File: src/rtl/mem_pkg.sv
// Shared types and widths for the memory arbiter.
package mem_pkg;

  localparam int WORD_W = 32;
  localparam int STRB_W = 4;

  typedef enum logic [1:0] {
    IDLE   = 2'd0,
    BUSY_I = 2'd1,
    BUSY_D = 2'd2
  } arb_state_t;

endpackage

File: src/rtl/mem_arbiter.sv
// Merges the pipeline's fetch and load/store requesters onto a single
// picorv32-native memory bus, one outstanding transaction at a time.
// Data wins contention unless the fetch port has lost STARVE_LIMIT contended
// arbitrations in a row; a stuck bus is aborted after TIMEOUT wait cycles.
module mem_arbiter
  import mem_pkg::*;
#(
  parameter int unsigned TIMEOUT      = 255,
  parameter int unsigned STARVE_LIMIT = 4
) (
  input  logic              clk,
  input  logic              reset,

  input  logic              i_req_valid,
  output logic              i_req_ready,
  input  logic [WORD_W-1:0] i_addr,
  output logic              i_rsp_valid,
  output logic              i_rsp_err,
  output logic [WORD_W-1:0] i_rdata,

  input  logic              d_req_valid,
  output logic              d_req_ready,
  input  logic [WORD_W-1:0] d_addr,
  input  logic [WORD_W-1:0] d_wdata,
  input  logic [STRB_W-1:0] d_wstrb,
  output logic              d_rsp_valid,
  output logic              d_rsp_err,
  output logic [WORD_W-1:0] d_rdata,

  output logic              mem_valid,
  output logic              mem_instr,
  input  logic              mem_ready,
  output logic [WORD_W-1:0] mem_addr,
  output logic [WORD_W-1:0] mem_wdata,
  output logic [STRB_W-1:0] mem_wstrb,
  input  logic [WORD_W-1:0] mem_rdata
);

  localparam int unsigned TO_W = (TIMEOUT == 0) ? 1 : $clog2(TIMEOUT + 1);
  localparam int unsigned SV_W = $clog2(STARVE_LIMIT + 1);
  localparam logic [TO_W-1:0] TO_MAX = TO_W'(TIMEOUT);
  localparam logic [SV_W-1:0] SV_MAX = SV_W'(STARVE_LIMIT);

  arb_state_t        state_q, state_d;
  logic [TO_W-1:0]   to_cnt_q, to_cnt_d;
  logic [SV_W-1:0]   starve_q, starve_d;

  logic              mem_valid_q, mem_valid_d;
  logic              mem_instr_q, mem_instr_d;
  logic [WORD_W-1:0] mem_addr_q, mem_addr_d;
  logic [WORD_W-1:0] mem_wdata_q, mem_wdata_d;
  logic [STRB_W-1:0] mem_wstrb_q, mem_wstrb_d;

  logic              i_rsp_valid_q, i_rsp_valid_d;
  logic              i_rsp_err_q, i_rsp_err_d;
  logic [WORD_W-1:0] i_rdata_q, i_rdata_d;
  logic              d_rsp_valid_q, d_rsp_valid_d;
  logic              d_rsp_err_q, d_rsp_err_d;
  logic [WORD_W-1:0] d_rdata_q, d_rdata_d;

  logic idle;
  logic busy;
  logic i_win;
  logic d_win;
  logic timeout_hit;

  // The fetch port wins when alone or when it has been starved long enough.
  assign idle        = (state_q == IDLE);
  assign busy        = (state_q == BUSY_I) || (state_q == BUSY_D);
  assign i_win       = i_req_valid && (!d_req_valid || (starve_q == SV_MAX));
  assign d_win       = d_req_valid && !i_win;
  assign timeout_hit = (TIMEOUT != 0) && !mem_ready && (to_cnt_q == TO_MAX);

  assign i_req_ready = idle && i_win;
  assign d_req_ready = idle && d_win;

  assign mem_valid   = mem_valid_q;
  assign mem_instr   = mem_instr_q;
  assign mem_addr    = mem_addr_q;
  assign mem_wdata   = mem_wdata_q;
  assign mem_wstrb   = mem_wstrb_q;
  assign i_rsp_valid = i_rsp_valid_q;
  assign i_rsp_err   = i_rsp_err_q;
  assign i_rdata     = i_rdata_q;
  assign d_rsp_valid = d_rsp_valid_q;
  assign d_rsp_err   = d_rsp_err_q;
  assign d_rdata     = d_rdata_q;

  // Arbiter next state: grant from IDLE, finish or abort from BUSY.
  always_comb begin
    state_d       = state_q;
    mem_valid_d   = mem_valid_q;
    mem_instr_d   = mem_instr_q;
    mem_addr_d    = mem_addr_q;
    mem_wdata_d   = mem_wdata_q;
    mem_wstrb_d   = mem_wstrb_q;
    i_rsp_valid_d = 1'b0;
    i_rsp_err_d   = 1'b0;
    i_rdata_d     = i_rdata_q;
    d_rsp_valid_d = 1'b0;
    d_rsp_err_d   = 1'b0;
    d_rdata_d     = d_rdata_q;
    case (state_q)
      IDLE: begin
        if (i_win) begin
          state_d     = BUSY_I;
          mem_valid_d = 1'b1;
          mem_instr_d = 1'b1;
          mem_addr_d  = i_addr;
          mem_wdata_d = '0;
          mem_wstrb_d = '0;
        end else if (d_win) begin
          state_d     = BUSY_D;
          mem_valid_d = 1'b1;
          mem_instr_d = 1'b0;
          mem_addr_d  = d_addr;
          mem_wdata_d = d_wdata;
          mem_wstrb_d = d_wstrb;
        end
      end
      BUSY_I: begin
        if (mem_ready || timeout_hit) begin
          state_d       = IDLE;
          mem_valid_d   = 1'b0;
          i_rsp_valid_d = 1'b1;
          i_rsp_err_d   = !mem_ready;
          i_rdata_d     = mem_ready ? mem_rdata : '0;
        end
      end
      BUSY_D: begin
        if (mem_ready || timeout_hit) begin
          state_d       = IDLE;
          mem_valid_d   = 1'b0;
          d_rsp_valid_d = 1'b1;
          d_rsp_err_d   = !mem_ready;
          d_rdata_d     = (mem_ready && (mem_wstrb_q == '0)) ? mem_rdata : '0;
        end
      end
      default: begin
        state_d     = IDLE;
        mem_valid_d = 1'b0;
      end
    endcase
  end

  // Arbiter state, bus and response registers.
  always_ff @(posedge clk or negedge reset) begin
    if (!reset) begin
      state_q       <= IDLE;
      mem_valid_q   <= 1'b0;
      mem_instr_q   <= 1'b0;
      mem_addr_q    <= '0;
      mem_wdata_q   <= '0;
      mem_wstrb_q   <= '0;
      i_rsp_valid_q <= 1'b0;
      i_rsp_err_q   <= 1'b0;
      i_rdata_q     <= '0;
      d_rsp_valid_q <= 1'b0;
      d_rsp_err_q   <= 1'b0;
      d_rdata_q     <= '0;
    end else begin
      state_q       <= state_d;
      mem_valid_q   <= mem_valid_d;
      mem_instr_q   <= mem_instr_d;
      mem_addr_q    <= mem_addr_d;
      mem_wdata_q   <= mem_wdata_d;
      mem_wstrb_q   <= mem_wstrb_d;
      i_rsp_valid_q <= i_rsp_valid_d;
      i_rsp_err_q   <= i_rsp_err_d;
      i_rdata_q     <= i_rdata_d;
      d_rsp_valid_q <= d_rsp_valid_d;
      d_rsp_err_q   <= d_rsp_err_d;
      d_rdata_q     <= d_rdata_d;
    end
  end

  // Timeout counter: restarts on every grant, counts wait cycles on the bus.
  always_comb begin
    to_cnt_d = to_cnt_q;
    if (idle && (i_win || d_win)) begin
      to_cnt_d = '0;
    end else if (busy && !mem_ready) begin
      to_cnt_d = to_cnt_q + 1'b1;
    end
  end

  // Timeout counter register.
  always_ff @(posedge clk or negedge reset) begin
    if (!reset) begin
      to_cnt_q <= '0;
    end else begin
      to_cnt_q <= to_cnt_d;
    end
  end

  // Starve counter: counts contended losses of the fetch port.
  always_comb begin
    starve_d = starve_q;
    if (idle) begin
      if (i_win) begin
        starve_d = '0;
      end else if (d_win && i_req_valid) begin
        starve_d = starve_q + 1'b1;
      end
    end
  end

  // Starve counter register.
  always_ff @(posedge clk or negedge reset) begin
    if (!reset) begin
      starve_q <= '0;
    end else begin
      starve_q <= starve_d;
    end
  end

endmodule

File: config.mk
export PLATFORM = sky130hd
export DESIGN_NAME = mem_arbiter
export DESIGN_NICKNAME = d
export VERILOG_FILES = /design/src/rtl/mem_pkg.sv /design/src/rtl/mem_arbiter.sv
export SDC_FILE = /design/constraint.sdc
export NUM_CORES = 1
export LEC_CHECK = 0
export ABC_AREA = 0
export CAP_MARGIN = 20
export CELL_PAD_IN_SITES_DETAIL_PLACEMENT = 1
export CELL_PAD_IN_SITES_GLOBAL_PLACEMENT = 2
export CORE_MARGIN = 2
export CORE_UTILIZATION = 27
export CTS_CLUSTER_SIZE = 14
export DETAILED_ROUTE_END_ITERATION = 10
export MAX_ROUTING_LAYER = met4
export PLACE_DENSITY = 0.85
export SYNTH_ARGS = -nofsm -noshare
export SYNTH_HDL_FRONTEND = slang
export SYNTH_SLANG_ARGS = --single-unit
File: constraint.sdc
create_clock -name clk -period 3.02 [get_ports clk]
set_input_delay 0.604 -clock clk [delete_from_list [all_inputs] [get_ports clk]]
set_output_delay 0.604 -clock clk [all_outputs]
set_load 0.05 [all_outputs]
### Word level (Yosys, flattened, before mapping)

Cells that the tools add are included.

| operators by class | value |
|---|---|
| $add $sub $neg | 2 |
| multiply operators | 0 |
| div/mod/pow operators | 0 |
| order comparisons | 0 |
| equality and inequality tests | 6 |
| shift operators | 0 |
| multiplexer cells | 28 |
| bitwise logic cells | 0 |
| reduce and logical (&&, ||, !) cells | 27 |

Operator list:

| operator | number |
|---|---|
| $mux W32 | 6 |
| $mux W8 | 2 |
| $mux W1 | 11 |
| $reduce_and A2 Y1 | 5 |
| $logic_and A1 B1 Y1 | 9 |
| $add A8 B1 Y8 const B | 1 |
| $eq A8 B8 Y1 const B | 1 |
| $mux W4 | 2 |
| $mux W2 | 3 |
| $mux W3 | 2 |
| $reduce_bool A2 Y1 | 3 |
| $logic_not A4 Y1 | 1 |
| $logic_or A1 B1 Y1 | 4 |
| $pmux W2 S2 | 1 |
| $add A3 B1 Y3 const B | 1 |
| $eq A3 B3 Y1 const B | 1 |
| $logic_not A1 Y1 | 3 |
| $ne A3 B1 Y1 const B | 1 |
| $eq A2 B1 Y1 const B | 1 |
| $eq A2 B2 Y1 const B | 1 |
| $logic_not A2 Y1 | 1 |
| $ne A2 B1 Y1 const B | 1 |
| $pmux W1 S2 | 1 |
| $reduce_or A2 Y1 | 1 |

| word-level totals | value |
|---|---|
| bits in registers | 151 |
| latch bits | 0 |
| memory bits (writable) | 0 |
| ROM bits | 0 |
| bits of input ports | 137 |
| output and inout bits | 140 |
| word-level logic and storage cells | 77 |
| memories kept | 0 |

### Depth between registers and ports, before layout

| logic depth | value |
|---|---|
| depth after elaboration | 8 |
| gate-level depth with buffers | 8 |
| depth with buffers taken out | 6 |

### Worst setup path before layout

Ideal clock, no wire load.

| timing path | value |
|---|---|
| path type | input -> output |
| from | input d_req_valid |
| to | output d_req_ready |
| data arrival time | 1.651 ns |
| data required time | 2.416 ns |
| setup slack | 0.765 ns |
| cell stages on the path | 4 |
| cells stage by stage | a21bo_2 -> nand2_1 -> buf_2 -> and3_1 |

| between the ends | value |
|---|---|
| longest elaborated chain between the ends | 6 |

RTL lines:

| element | RTL line | text |
|---|---|---|
| from (decl) | mem_arbiter.sv:21 | `input logic d_req_valid,` |
| $logic_not A1 Y1 | mem_arbiter.sv:70 | `assign i_win = i_req_valid && (!d_req_valid \|\| (starve_q == SV_MAX));` |
| $logic_or A1 B1 Y1 | mem_arbiter.sv:70 |  |
| $logic_and A1 B1 Y1 | mem_arbiter.sv:70 |  |
| $logic_not A1 Y1 | mem_arbiter.sv:71 | `assign d_win = d_req_valid && !i_win;` |
| $logic_and A1 B1 Y1 * | mem_arbiter.sv:71 |  |
| $logic_and A1 B1 Y1 * | mem_arbiter.sv:75 | `assign d_req_ready = idle && d_win;` |
| to (decl) | mem_arbiter.sv:22 | `output logic d_req_ready,` |

Mark *: on every way between the ends. The rest lies on a longest branch, timed or not.

### Worst setup path in the final report

Same ends and word-level chain as after synthesis.

==> flow_summary_export.csv <==
group,metric,value,unit
synth,synthesis.area,6120,um2
job,maxCapViolations,0,
timing,period_needed,2570,ps
drt,via_count,5185,
synth,syn_nets,679,
global_route,grt_start_max_net_pins,56,
timing,period_share,85.1,%
synth,netlist_top_cells_count,"dfrtp_1 (151), nand2_1 (113), a22o_1 (39), nand3_1 (39), o21ai_0 (35)",
synth,ys_seq_elements,151,
global_route,grt.total_usage,16.9,%
drt,drt_iter0_markers,168,
drt,drc_errors,0,
worst_hold_path,min_path_type,"input pin to async pin",
timing,tns,0,ps
worst_setup_path,cp-end-kind,"primary output",
finish,drive_above_1_share,10.3,%
clock_network,htreeDepth,4,
pwr,p_leak,0.00451,uW
synth,syn_avg_cell_area,11.4,um2
synth,synth_area_leaders,"dfrtp_1 (62%), nand2_1 (6.9%), a22o_1 (5.6%), mux2i_1 (5.2%), a22o_2 (4.1%)",
drt,wl_met3,1700,um
finish,final_cell_count_no_fill,1108,
synth,yosys.area.top_type,"dfrtp_1",
global_route,grt_pass1_wl,30300,um
timing,worstMarginPinSlew,598,ps
synth,ys_seq_area_share,61.7,%
synth,yosys.area.top_type_share,61.7,%
finish,nFillCells,2447,
clock_network,cts_tree,"built",
outcome,status,"finished, final reports clean",
drt,highest_layer,"met4",
clock_network,post-cts-setup-buffers,0,
global_route,overflow,0,
worst_setup_path,cp_max_fo,7,
pwr,finalPower,12600,uW
place,place_ws,398,ps
place,globalplace.congestion,0.733,
finish,areaGrowthSynthToFinish,61.0,%
worst_setup_path,startpoint_type,"input pin",
floorplan,core-area,22400,um2
timing,rsz0062_at_grt,"false",
timing,finalSetupViolations,0,
timing,skew,10.8,ps
drt,wl,19400,um
synth,synth_edf_count,0,
timing,slew_headroom,60.1,%
floorplan,row_count,55,
drt,firstDrtPassIters,4,
drt,vias_per_cell,4.68,
timing,setup_ws,450,ps
timing,maxClockFrequency,0.389,GHz
worst_setup_path,arrival,1970,ps
synth,yosys.cell_types.count,38,
pwr,p_per_area,1270,nW/um2
finish,num_antenna_cells,0,
floorplan,start_util,27.3,%
clock_network,numClockSinks,151,
finish,nNetsFinal,953,
place,dp.final_hpwl,13700,um
clock_network,cts-root-buf,"clkbuf_16",
floorplan,io_pins,277,
floorplan,dieWidth,155,um
clock_network,ctsHoldBuffers,0,
timing,finalHoldViolations,0,
clock_network,max-clock-path-buffers,2,
drt,wl_met1,8280,um
synth,synthCells,536,
drt,route.met2.wl,9200,um
clock_network,cts_repair_resize_count,0,
synth,synth_top_flop_cell,"dfrtp_1",
pwr,irDropWorstVdd,0.376,mV
floorplan,dieArea,23900,um2
clock_network,cts_made_buffers,17,
drt,routedWlPerCell,17.5,um
timing,holdWs,96.7,ps
synth,synth_most_common_cell,"dfrtp_1",
synth,synth_warnings,0,
global_route,antenna_found_initial,0,
clock_network,worst_skew_pair.late_latency,430,ps
place,io_buffers,276,
drt,drtAntennaViolNets,0,
place,dp_cells,1076,
global_route,grt_pass1_vias,5307,
synth,postSynth.asyncResetShare,100,%
timing,drv_slew,0,
clock_network,cts.reportedPaths.clkPinSlew,70,ps
worst_setup_path,required,2420,ps
worst_setup_path,crit_type,"input pin to primary output",
floorplan,die_h,155,um
[sequential cells by signal (all words and copies together), names as in the netlist, 2 cells and up]
signal     flops
d_rdata       32
i_rdata       32
mem_addr      32
mem_wdata     32
to_cnt_q       8
mem_wstrb      4
starve_q       3
state_q        2
[through the flow]
step | instance area (um2) | util (%)
2_1_floorplan | 6120 | -
3_5_place_dp | 9240 | 41.2
5_1_grt | 9860 | 44.0
3_3_place_gp | 9240 | 41.2
6_report | 9860 | 44.0
4_1_cts | 9860 | 44.0
[critical path, cell delays in order]
cell and delay (ps):
clkdlybuf4s50_1 630, a21bo_2 300, nand2_4 80, and3_1 200, buf_12 150
[path summary, 6_finish.rpt]
kind                                    start             to  slack (ps)  cells after the start
min in group clk                mem_wdata[25]  mem_wdata[25]         470                      2
worst max-delay path              d_req_valid    d_req_ready         450                      5
worst min register to register  mem_wdata[25]  mem_wdata[25]         470                      2
max in group asynchronous               reset     d_rdata[7]        2130                      2
worst max register to register     state_q[0]     d_rdata[7]         970                      6
worst min-delay path                    reset    d_rdata[30]         100                      1
[cell families after synthesis]
family / after synthesis / synth area share (%)
xor gates and xnor gates: 7 / 1.00
and+or+nand+nor: 181 / 12.9
adders and majority gates: 6 / 1.23
buffers and inverters: 43 / 3.43
AOI/OAI and AO/OA: 116 / 14.5
muxes: 32 / 5.23
DFF: 151 / 61.7
[where the power goes]
part | leakage, uW | switching, uW | internal [uW]
Clock | 0.000301 | 956 | 1280
Sequential | 0.00194 | 508 | 2910
Combinational | 0.00227 | 4550 | 2340
Total | 0.00451 | 6020 | 6540
[cell usage in the layout (no fill, tap or decap), types with 2 or more instances in the layout]
cell | Yosys | final
clkdlybuf4s50_1 | 0 | 273
dfrtp_1 | 151 | 151
nand2_1 | 113 | 112
nand3_1 | 39 | 39
a22o_1 | 39 | 39
o21ai_0 | 35 | 35
mux2i_1 | 32 | 32
a22o_2 | 25 | 25
clkbuf_16 | 0 | 17
buf_4 | 4 | 15
nor2_1 | 13 | 13
inv_1 | 6 | 6
ha_1 | 6 | 6
inv_6 | 0 | 5
nand4_1 | 4 | 4
xnor2_1 | 4 | 4
xor2_1 | 3 | 3
a21oi_1 | 3 | 3
inv_8 | 0 | 3
buf_12 | 0 | 3
o21ai_2 | 0 | 2
and3_1 | 2 | 2
and3b_1 | 2 | 2
a211oi_1 | 2 | 2
a21o_1 | 2 | 2
bufinv_16 | 0 | 2
clkinv_4 | 0 | 2
[layer usage]
metal  track usage, %  up-vias
met5                -        -
met4             5.03        0
met3             6.00       15
met2             27.0      210
met1             20.2     2534
li1                 -     2426
[final cells by class]
class	instances	area [um2]	share of cell area [%]
flip-flops and latches	151	3780	38.3
repair buffers	292	2920	29.6
multi-input cells	342	2170	22.0
clock buffers	18	439	4.45
well taps	285	357	3.62
clock inverters	14	179	1.81
inverters	6	22.5	0.228
Power figures use the tool's default switching activity.
